`src/rtl/ws2812_multi_strip_driver.sv`:
```
// rtl/ws2812_multi_strip_driver.sv - parallel WS2812 driver for CHANNELS strips sharing one frame memory
//
// Purpose: streams GRB pixel bytes from a shared frame-memory read port to CHANNELS
// WS2812 strips at once. Byte lane c of mem_rdata feeds strip c. Supports one-shot
// frames (start pulse), back-to-back frames (auto_run level) and a per-channel
// enable mask that is latched at each frame start.
//
// Ports:
//   clk, rst_n    clock, asynchronous active-low reset
//   start         one-cycle request for a single frame (ignored while busy)
//   auto_run      level; frames repeat back-to-back while high
//   enable_mask   per-channel enable, latched when a frame starts
//   mem_rd        frame-memory read enable (single-cycle pulses)
//   mem_addr      frame-memory read address
//   mem_rdata     read data, valid one clock after mem_rd; lane c = channel c
//   busy          high while a frame is in progress, including the latch gap
//   frame_done    one-cycle pulse after the latch gap completes
//   led_do        registered strip data outputs
module ws2812_multi_strip_driver #(
  parameter int CHANNELS         = 4,
  parameter int LEDS_PER_CHANNEL = 160,
  parameter int ADDR_W           = 13,
  parameter int T_TOTAL          = 70,
  parameter int T0H              = 20,
  parameter int T1H              = 50,
  parameter int T_LATCH          = 50000
) (
  input  logic                    clk,
  input  logic                    rst_n,
  input  logic                    start,
  input  logic                    auto_run,
  input  logic [CHANNELS-1:0]     enable_mask,
  output logic                    mem_rd,
  output logic [ADDR_W-1:0]       mem_addr,
  input  logic [CHANNELS*8-1:0]   mem_rdata,
  output logic                    busy,
  output logic                    frame_done,
  output logic [CHANNELS-1:0]     led_do
);

  localparam int NUM_BYTES = 3 * LEDS_PER_CHANNEL;
  localparam int CW        = $clog2(T_TOTAL);
  localparam int LW        = $clog2(T_LATCH + 1);

  localparam logic [CW-1:0]     T_LAST    = CW'(T_TOTAL - 1);
  localparam logic [CW-1:0]     T0H_C     = CW'(T0H);
  localparam logic [CW-1:0]     T1H_C     = CW'(T1H);
  localparam logic [LW-1:0]     L_LAST    = LW'(T_LATCH - 1);
  localparam logic [ADDR_W-1:0] LAST_BYTE = ADDR_W'(NUM_BYTES - 1);

  typedef enum logic [2:0] {
    IDLE,
    LOAD1,
    LOAD2,
    SEND,
    LATCH
  } state_t;

  state_t state, state_d;

  logic [CW-1:0]               cnt;
  logic [2:0]                  bit_idx;
  logic [ADDR_W-1:0]           byte_idx;
  logic [LW-1:0]               lcnt;
  logic [CHANNELS-1:0]         en_q;
  logic [CHANNELS-1:0][7:0]    shift_q;
  logic [CHANNELS-1:0][7:0]    next_q;
  logic                        rd_pend;
  logic [CHANNELS-1:0]         hi;

  logic bit_end, last_byte, latch_end, frame_start;

  assign bit_end     = (cnt == T_LAST);
  assign last_byte   = (byte_idx == LAST_BYTE);
  assign latch_end   = (lcnt == L_LAST);
  // Entering LOAD1 from IDLE or from the end of LATCH marks a new frame.
  assign frame_start = (state_d == LOAD1) && (state != LOAD1);
  assign busy        = (state != IDLE);

  always_ff @(posedge clk or negedge rst_n) begin
    if (!rst_n) begin
      state <= IDLE;
    end else begin
      state <= state_d;
    end
  end

  always_comb begin
    state_d  = state;
    mem_rd   = 1'b0;
    mem_addr = '0;
    case (state)
      IDLE: begin
        if (start || auto_run) begin
          state_d = LOAD1;
        end
      end
      LOAD1: begin
        mem_rd  = 1'b1;
        state_d = LOAD2;
      end
      LOAD2: begin
        state_d = SEND;
      end
      SEND: begin
        // Prefetch the next byte at the start of the MSB so it is ready long
        // before the byte boundary.
        if ((cnt == '0) && (bit_idx == 3'd7) && !last_byte) begin
          mem_rd   = 1'b1;
          mem_addr = byte_idx + ADDR_W'(1);
        end
        if (bit_end && (bit_idx == 3'd0) && last_byte) begin
          state_d = LATCH;
        end
      end
      LATCH: begin
        if (latch_end) begin
          state_d = auto_run ? LOAD1 : IDLE;
        end
      end
      default: state_d = IDLE;
    endcase
  end

  always_comb begin
    hi = '0;
    for (int c = 0; c < CHANNELS; c++) begin
      hi[c] = (state == SEND) && en_q[c] && (cnt < (shift_q[c][7] ? T1H_C : T0H_C));
    end
  end

  always_ff @(posedge clk or negedge rst_n) begin
    if (!rst_n) begin
      cnt        <= '0;
      bit_idx    <= '0;
      byte_idx   <= '0;
      lcnt       <= '0;
      en_q       <= '0;
      shift_q    <= '0;
      next_q     <= '0;
      rd_pend    <= 1'b0;
      frame_done <= 1'b0;
      led_do     <= '0;
    end else begin
      frame_done <= (state == LATCH) && latch_end;
      led_do     <= hi;
      rd_pend    <= (state == SEND) && mem_rd;
      if (rd_pend) begin
        next_q <= mem_rdata;
      end
      if (frame_start) begin
        en_q <= enable_mask;
      end
      case (state)
        LOAD1: begin
          cnt      <= '0;
          bit_idx  <= 3'd7;
          byte_idx <= '0;
          lcnt     <= '0;
        end
        LOAD2: begin
          shift_q <= mem_rdata;
        end
        SEND: begin
          lcnt <= '0;
          if (bit_end) begin
            cnt <= '0;
            if (bit_idx == 3'd0) begin
              bit_idx <= 3'd7;
              shift_q <= next_q;
              if (!last_byte) begin
                byte_idx <= byte_idx + ADDR_W'(1);
              end
            end else begin
              bit_idx <= bit_idx - 3'd1;
              for (int c = 0; c < CHANNELS; c++) begin
                shift_q[c] <= {shift_q[c][6:0], 1'b0};
              end
            end
          end else begin
            cnt <= cnt + CW'(1);
          end
        end
        LATCH: begin
          if (!latch_end) begin
            lcnt <= lcnt + LW'(1);
          end
        end
        default: begin
        end
      endcase
    end
  end

endmodule
```
`config.mk`:
```
export PLATFORM = sky130hd
export DESIGN_NAME = ws2812_multi_strip_driver
export DESIGN_NICKNAME = d
export VERILOG_FILES = /design/src/rtl/ws2812_multi_strip_driver.sv
export SDC_FILE = /design/constraint.sdc
export NUM_CORES = 1
export LEC_CHECK = 0
export CAP_MARGIN = 30
export CORE_ASPECT_RATIO = 1.25
export CORE_MARGIN = 5
export CORE_UTILIZATION = 45
export CTS_BUF_LIST = sky130_fd_sc_hd__clkbuf_4 sky130_fd_sc_hd__clkbuf_8
export CTS_CLUSTER_DIAMETER = 120
export DETAILED_ROUTE_END_ITERATION = 16
export PLACE_DENSITY = 0.65
export SETUP_SLACK_MARGIN = 0.2
export SYNTH_ARGS = -nofsm -noshare
export SYNTH_HDL_FRONTEND = slang
export SYNTH_SLANG_ARGS = --single-unit
```
`constraint.sdc`:
```
create_clock -name clk -period 2.5 [get_ports clk]
set_input_delay 0.5 -clock clk [delete_from_list [all_inputs] [get_ports clk]]
set_output_delay 0.5 -clock clk [all_outputs]
set_load 0.1 [all_outputs]
```
Word-level counts from Yosys, hierarchy flattened

Index checks and enable logic that the tools add are counted.

Bits of input ports: 40
Output and inout port bits: 20
Word-level logic and storage cells: 95
Bits in registers: 116

Eq/ne operators: 14
Multiplexer cells: 27
Magnitude comparators: 4
Add/subtract/negate cells: 4
Reductions and logical operators: 29

Operators with widths:

| operator                                                         | count |
|---|---|
| 13-bit 2-to-1 mux                                                | 5 |
| 32-bit 2-to-1 mux                                                | 2 |
| 32-bit one-hot mux with 2 select lines                           | 1 |
| 16-bit one-hot mux with 2 select lines                           | 1 |
| 7-bit by 6-bit < comparator with 1-bit output                    | 4 |
| 13-bit one-hot mux with 2 select lines                           | 1 |
| 6-bit 2-to-1 mux                                                 | 4 |
| 16-bit by 1-bit adder with 16-bit output, second input constant  | 1 |
| 16-bit == test, second input constant                            | 1 |
| 16-bit 2-to-1 mux                                                | 1 |
| 1-bit logical AND                                                | 15 |
| 3-bit 2-to-1 mux                                                 | 5 |
| 3-bit one-hot mux with 5 select lines                            | 1 |
| 7-bit one-hot mux with 2 select lines                            | 1 |
| 13-bit by 1-bit adder with 13-bit output, second input constant  | 1 |
| 13-bit by 9-bit == test with 1-bit output, second input constant | 1 |
| 2-bit != test, second input constant                             | 4 |
| 7-bit by 1-bit adder with 7-bit output, second input constant    | 1 |
| 7-bit == test, second input constant                             | 1 |
| 7-bit logical NOT                                                | 1 |
| 7-bit 2-to-1 mux                                                 | 1 |
| 3-bit by 1-bit == test with 1-bit output, second input constant  | 2 |
| 3-bit by 2-bit == test with 1-bit output, second input constant  | 2 |
| 3-bit == test, second input constant                             | 2 |
| 13 further kinds                                                 | 19 |

Longest topological paths before layout

Gate-level depths: netlist of the first run.

Depth after elaboration: 7
Depth in mapped cells: 8
Gate-level depth less buffers: 6

Least setup slack after synthesis of the first run

No wires, ideal clock.

Path type: register -> output
From: reg byte_idx[0]
To: out mem_addr[10]
Required time: 2.000 ns
Slack: -0.917 ns
Path buffers: 1
Data arrival time: 2.917 ns
Stages on the path, launching flop included: 7
Cell sequence: dfrtp_1 ha_1 and4_1 a31oi_1 nand2b_1 clkbuf_1 nor2_1

Word-level cells in the longest chain between the ends: 5
Elaborated cells between the ends (all ways): 6
Those cells by class: 1 x add/sub; 1 x eq/ne; 2 x mux; 2 x reduce/logical

RTL lines:

| item                                                                             | line | source |
|---|---|---|
| from (decl)                                                                      | 63   | `logic [ADDR_W-1:0] byte_idx;` |
| from (signal assigned)                                                           | 172  | `byte_idx <= byte_idx + ADDR_W'(1);` |
| branches (longest 3 deep; another with 13-bit by 1-bit adder with 13-bit output) | --   |  |
| 13-bit 2-to-1 mux (*)                                                            | 108  | `if ((cnt == '0) && (bit_idx == 3'd7) && !last_byte) begin` |
| 13-bit 2-to-1 mux (*)                                                            | 92   | `case (state)` |
| to (decl)                                                                        | 34   | `output logic [ADDR_W-1:0] mem_addr,` |

Mark *: on every way between the ends.

Worst setup path after layout of the first run

From: reg byte_idx[0]
To: out mem_addr[11]

Same word-level chain as after synthesis.

==> results of run 1 <==
[cell families (layout without fill, tap and decap cells)]
family / Yosys count / count (layout) / share of synthesized area (%)
AND/OR/NAND/NOR: 206 / 206 / 17.3
flip-flops: 116 / 116 / 46.0
AO/OA/AOI/OAI: 114 / 114 / 11.3
multiplexers: 99 / 99 / 17.1
buffers and inverters: 50 / 142 / 3.49
adder cells (fa/ha/maj): 16 / 16 / 3.17
XOR/XNOR: 12 / 12 / 1.67
[critical path, delay by kind of cell (launching register included)]
kind,cells,cell delay (ns)
compound gates,1,0.17
fa+ha+maj,1,0.18
buf+inv,2,0.34
flops,1,0.43
simple gates,3,0.45
[final timing paths]
check / cells past startpoint / to / slack (ns)
setup / recovery: 7 / mem_addr[11] / -0.01
hold / removal: 1 / lcnt[7] / 0.04
setup reg to reg: 9 / byte_idx[5] / 0.25
hold reg to reg: 1 / lcnt[0] / 0.50
max in group asynchronous: 2 / bit_idx[2] / 1.80
min in group clk: 1 / lcnt[0] / 0.50
[cell type report]
| type | count | area, um^2 | area share [%] |
|---|---|---|---|
| flip-flops and latches | 116 | 2910 | 36.0 |
| well taps | 175 | 219 | 2.71 |
| multi-input cells | 447 | 3430 | 42.4 |
| inverters | 16 | 60.1 | 0.742 |
| clock buffers | 18 | 241 | 2.98 |
| repair buffers | 95 | 1070 | 13.2 |
| clock inverters | 13 | 161 | 1.99 |
[timing repair]
action | in CTS | in global routing
gates cloned | 1 | 0
gates resized for setup | 12 | 17
pin swaps | 10 | 4
setup buffers | 12 | 4
setup endpoints to repair | 14 | 14
[cells in the final DEF, fill, tap and decap left out, types with 8 or more instances in the layout]
master / instances
o21ai_0: 56
mux2_2: 68
ha_1: 14
a21oi_1: 10
dfrtp_1: 109
nor2_4: 14
buf_12: 19
nand2_1: 74
inv_1: 14
clkdlybuf4s50_1: 38
nand3_1: 14
mux2i_1: 31
a31oi_1: 8
buf_4: 36
nor2_1: 19
clkbuf_8: 17
[metal layers]
| layer | vias up | wire length (um) | part of all wire, % |
|---|---|---|---|
| met3 | 21 | 623 | 4.4 |
| met4 | 0 | 213 | 1.5 |
| met1 | 2384 | 6040 | 42 |
| met2 | 109 | 7410 | 52 |
| met5 | - | 0 | 0 |
| li1 | 2387 | - | - |
[per-stage QoR]
step	cell area [um^2]	power [uW]	setup slack, ns
floorplan	6480	3770	0.0572
global placement	7420	4120	0.217
detailed placement	7420	4210	0.159
CTS	8010	6070	-0.0294
global route	8090	6430	-0.101
finish	8090	6040	-0.0101
[sequential cells by signal, indices dropped and copies added (netlist names)]
register and count:
cnt 7, lcnt 16, shift_q 32, next_q 32, state 3, led_do 4
bit_idx 3, en_q 4, byte_idx 13, frame_done 1, rd_pend 1
[power groups by stage]
stage	sequential, uW	clock (uW)	combinational [uW]
after floorplan	2810	0	956
after global placement	2670	0	1450
after detailed placement	2710	0	1500
after CTS	2660	1810	1600
after global routing	2740	1900	1790
final	2670	1760	1610
==> metrics.md, run 1 <==
| Metric | Value |
|---|---|
| Outcome | finished with violations |
| Violated checks | setup timing |
| First-pass GRT wire length | 24700 um |
| Clock Skew | 0.0114 ns |
| Seq pwr share | 44.2% |
| All-Layer GR Usage | 18.6% |
| Asr flop ratio synth | 100% |
| Peak VDD IR | 0.000488 V |
| Netlist cell types | 59 |
| Slew @ Worst Pin | 0.614 ns |
| Setup-failing EPs final | 13 |
| Synth top area cells | dfrtp_1, mux2_2, mux2i_1, nand2_1, o21ai_0 |
| Cells after DPL | 832 |
| CP max-delay cell | dfrtp_2 |
| Critical Path RT | 2.00 ns |
| Reg2reg start | cnt[1] |
| Switching share of power | 31.4% |
| CTS tree | done |
| Power Internal | 4140 uW |
| Syn. warnings | 0 |
| Starting density of the core | 45.7% |
| Clock-pin transition on the worst setup and hold timing paths | 0.08 ns |
| NumNets Final | 749 |
| Share of cells above drive strength 1 | 28.8% |
| Combinational Power Share | 26.7% |
| Synthesized flop and latch total | 116 |
| Drt pass-1 iters | 4 |
| # fillers | 1198 |
| Fmax achieved | 0.398 GHz |
| N_diodes | 0 |
| Final std cells w/o fill | 880 |
| Worst-Skew Late Latency | 0.44 ns |
| Yosys top cell area share | 46.0% |
| Part of the power in the clock network | 29.1% |
| CP most frequent cell | buf_12 |
| Final hold vios | 0 |
| Die H | 142 um |
| RD Place Congestion | 0.878 |
| Final Cycle Share | 100% |
| Final slew viol count | 0 |
| First element of the critical path | byte_idx[0] |
| Die width | 116 um |
| Area leader, netlist | dfrtp_1 |
| Final worst slack | -0.0101 ns |
| Cell Area, Synth | 6310 um^2 |
| I/O pins | 60 |
| Hold Path Class | in -> async |
| Clk sinks | 116 |
| Syn nets | 669 |
| Final HPWL DP | 9560 um |
| Layout area overhead | 28.3% |
| Most used DFF post-synth | dfrtp_1 |
| Max stage delay on crit path | 0.43 ns |
| GR Util met2 | 32.2% |
| Vias per inst | 5.57 |
| Num CTS Buffers | 17 |
| Critical path peak fanout | 6 |
| Clock Path Buffers | 2 |
| Routed vias | 4901 |
| DR iter-0 viols | 273 |
| H-tree levels | 4 |
| Fin crit period | 2.51 ns |
| Hold_buf cts | 0 |
| Initial antenna violation count | 0 |
| Top-count cell post-synth | dfrtp_1 |
| RSZ-0062 raised after global routing | true |
| PwrDens | 746 nW/um^2 |
| Number of port buffers | 59 |
| Leak Pwr | 0.00318 uW |
| Hold Slack | 0.0420 ns |
| CP endpoint kind | primary output |
| GRT Max-Usage Layer | met2 |
| Largest net degree at the start of global routing | 70 |
| Crit Path Class | reg -> out |
| Sw Pwr | 1890 uW |
| Crit path DAT | 2.01 ns |
| Max_cap viols | 0 |
| DR DRC count | 0 |
| GRT overflow | 0 |
| Crit start category | flip-flop |
| Root buf cell | clkbuf_8 |
| Rows | 48 |
| Core box area | 13800 um^2 |
| Avg Synthesized Cell Area | 10.3 um^2 |
| Synth Instances | 613 |
| Setup tns final | -0.0698 ns |
| Slew Limit Headroom | 59.1% |
| Finished Core Util | 58.6% |
| CP Cell Sequence | ha_4 -> and4_4 -> a31oi_4 -> nand2b_4 -> buf_12 -> nor2_4 -> buf_12 |
| Vias in the first global route | 5198 |
| DR WL/cell | 16.2 um |
| Antenna-violating nets left | 0 |
| GR met3 Demand/Resource | 4.30% |
| Sequential fraction of the synthesis area | 46.0% |
| Die ar. | 16500 um^2 |
| Most common library cells after synthesis | dfrtp_1, nand2_1, mux2_2 |
| Post-synth EDFFs | 0 |
| Final wirelength | 14300 um |
| GR Util met1 | 22.5% |
Power figures use the tool's default switching activity.
==> run 2: changes to the inputs <==
- GPL_ROUTABILITY_DRIVEN: unset -> 0
==> run 2 against run 1 <==
Compared with the run above:
- the flow still finishes with violations (setup timing)
- cell count fell by 0.11%
- sequential power barely moved
- global-route usage fell by 0.84 points
- sequential share of layout area rose by 0.12 points
- sequential cell count did not move
- wire length fell by 2.4%
- non-clock buffer count fell by 1
==> metrics.md, run 2 (synthesis results as in run 1) <==
| Metric | Value |
|---|---|
| Peak VDD IR | 0.000388 V |
| Reg2reg start | cnt[0] |
| CP Cell Sequence | inv_2 -> ha_4 -> nor4bb_4 -> nand3_1 -> nand2b_4 -> buf_16 -> nor2_4 -> buf_12 |
| CP delay by family, top | simple AND/OR/NAND/NOR gates |
| Critical path peak fanout | 5 |
| Crit path DAT | 2.02 ns |
| Top flop regs | next_q x32, shift_q x32, lcnt x16 |
| H-tree levels | 4 |
| FF-to-FF setup slack | 0.32 ns |
| Initial antenna violation count | 0 |
| Finished Core Util | 58.3% |
| Vias per inst | 5.64 |
| Max_cap viols | 0 |
| Largest net degree at the start of global routing | 73 |
| Die ar. | 16500 um^2 |
| RSZ-0062 raised after global routing | true |
| First element of the critical path | cnt[1] |
| PwrDens | 739 nW/um^2 |
| Commonest non-fill, non-tap cell in the layout | dfrtp_1 |
| Fmax achieved | 0.397 GHz |
| First-pass GRT wire length | 23800 um |
| Clock Path Buffers | 2 |
| Root buf cell | clkbuf_8 |
| Worst-Skew Late Latency | 0.43 ns |
| Routed vias | 4960 |
| Num CTS Buffers | 17 |
| Crit. path cell count | 8 |
| Die width | 116 um |
| CP endpoint kind | primary output |
| Critical Path RT | 2.00 ns |
| Final worst slack | -0.0173 ns |
| Rows | 48 |
| All-Layer GR Usage | 17.7% |
| Highest-count cells in the layout ignoring fill and taps | dfrtp_1, nand2_1, mux2_2 |
| CTS tree | done |
| Leak Pwr | 0.00318 uW |
| Clk sinks | 116 |
| Crit Path Class | reg -> out |
| Register Area | 2910 um^2 |
| Clock-pin transition on the worst setup and hold timing paths | 0.06 ns |
| Max stage delay on crit path | 0.40 ns |
| Slew Limit Headroom | 55.3% |
| Setup-failing EPs final | 2 |
| Multi-input logic area | 3430 um^2 |
| Slew @ Worst Pin | 0.671 ns |
| Layout area overhead | 27.6% |
| Vias in the first global route | 5201 |
| Clock Skew | 0.00968 ns |
| NumNets Final | 748 |
| Drt pass-1 iters | 5 |
| Final hold vios | 0 |
| Final HPWL DP | 9480 um |
| R2r endpoint | shift_q[4] |
| N_diodes | 0 |
| GRT overflow | 0 |
| CP max-delay cell | dfrtp_1 |
| Fin crit period | 2.52 ns |
| Hold Path Class | reg -> reg |
| Number of port buffers | 59 |
| Core box area | 13800 um^2 |
| DR WL/cell | 15.9 um |
| Antenna-violating nets left | 0 |
| Die H | 142 um |
| # fillers | 1196 |
| Crit start category | flip-flop |
| Final wirelength | 13900 um |
| Starting density of the core | 45.7% |
| Post-route cell area | 8050 um^2 |
| DR iter-0 viols | 188 |
| Outcome | finished with violations |
| I/O pins | 60 |
| Reg2reg path depth | 8 |
| Final slew viol count | 0 |
| Placement Cell Area | 7430 um^2 |
| DR DRC count | 0 |
| Violated checks | setup timing |
| Share of cells above drive strength 1 | 27.7% |
| Worst path bufs/invs | 3 |
| Crit path capture | mem_addr[1] |
| Final Cycle Share | 101% |
-- run 2: worst min path at each step --
| stage | startpoint | to | slack [ns] | cells after the start |
|---|---|---|---|---|
| finish | lcnt[0] | lcnt[0] | 0.50 | 1 |
| global route | lcnt[0] | lcnt[0] | 0.52 | 1 |
| CTS | rst_n | lcnt[5] | 0.51 | 2 |
| detailed placement | rst_n | lcnt[5] | 0.43 | 1 |
| global placement | rst_n | lcnt[5] | 0.42 | 1 |
| floorplan | rst_n | bit_idx[0] | 0.20 | 0 |
-- run 2: timing repair --
action / in CTS / in global routing
setup endpoints to repair: 14 / 14
hold buffers: 1 / 0
endpoints found under the hold margin: 22 / 0
setup buffers: 10 / 2
cloned: 1 / 0
gates resized for setup: 13 / 8
pin swaps: 11 / 3
-- run 2: through the flow --
step	setup slack (ns)	power [uW]	TNS [ns]	hold slack, ns	cells
finish	-0.0173	5950	-0.0174	0.505	879
global route	-0.135	6320	-1.46	0.519	879
CTS	-0.0218	5970	-0.233	0.505	877
detailed placement	0.168	4210	0	0.428	834
global placement	0.212	4120	0	0.423	834
floorplan	0.0572	3770	0	0.204	613
-- run 2: worst register-to-register path, cell delays in order, from the launching register on --
cell,delay [ns]
dfrtp_1,0.38
buf_4,0.13
buf_4,0.14
ha_1,0.19
and3_1,0.26
nand2_2,0.17
a21o_1,0.19
buf_12,0.22
mux2_2,0.37
-- run 2: cell type report --
type	count	share of cell area, %
Multi-Input combinational cell	447	42.6
Sequential cell	116	36.1
Timing Repair Buffer	94	13.1
Clock buffer	21	3.44
Tap cell	175	2.72
Clock inverter	10	1.34
Inverter	16	0.746
-- run 2: where the power goes --
part / switching [uW] / leakage, uW / internal [uW]
sequential: 310 / 0.00142 / 2360
clock: 729 / 0.000194 / 944
combinational: 802 / 0.00157 / 805
-- run 2: routing by layer --
| metal | vias to the layer above | track usage [%] | share of wire, % |
|---|---|---|---|
| met3 | 32 | 4.04 | 4.3 |
| met1 | 2441 | 20.6 | 41 |
| met5 | - | 0 | 0 |
| met4 | 0 | 8.06 | 2.4 |
| met2 | 119 | 30.9 | 52 |
| li1 | 2368 | - | - |
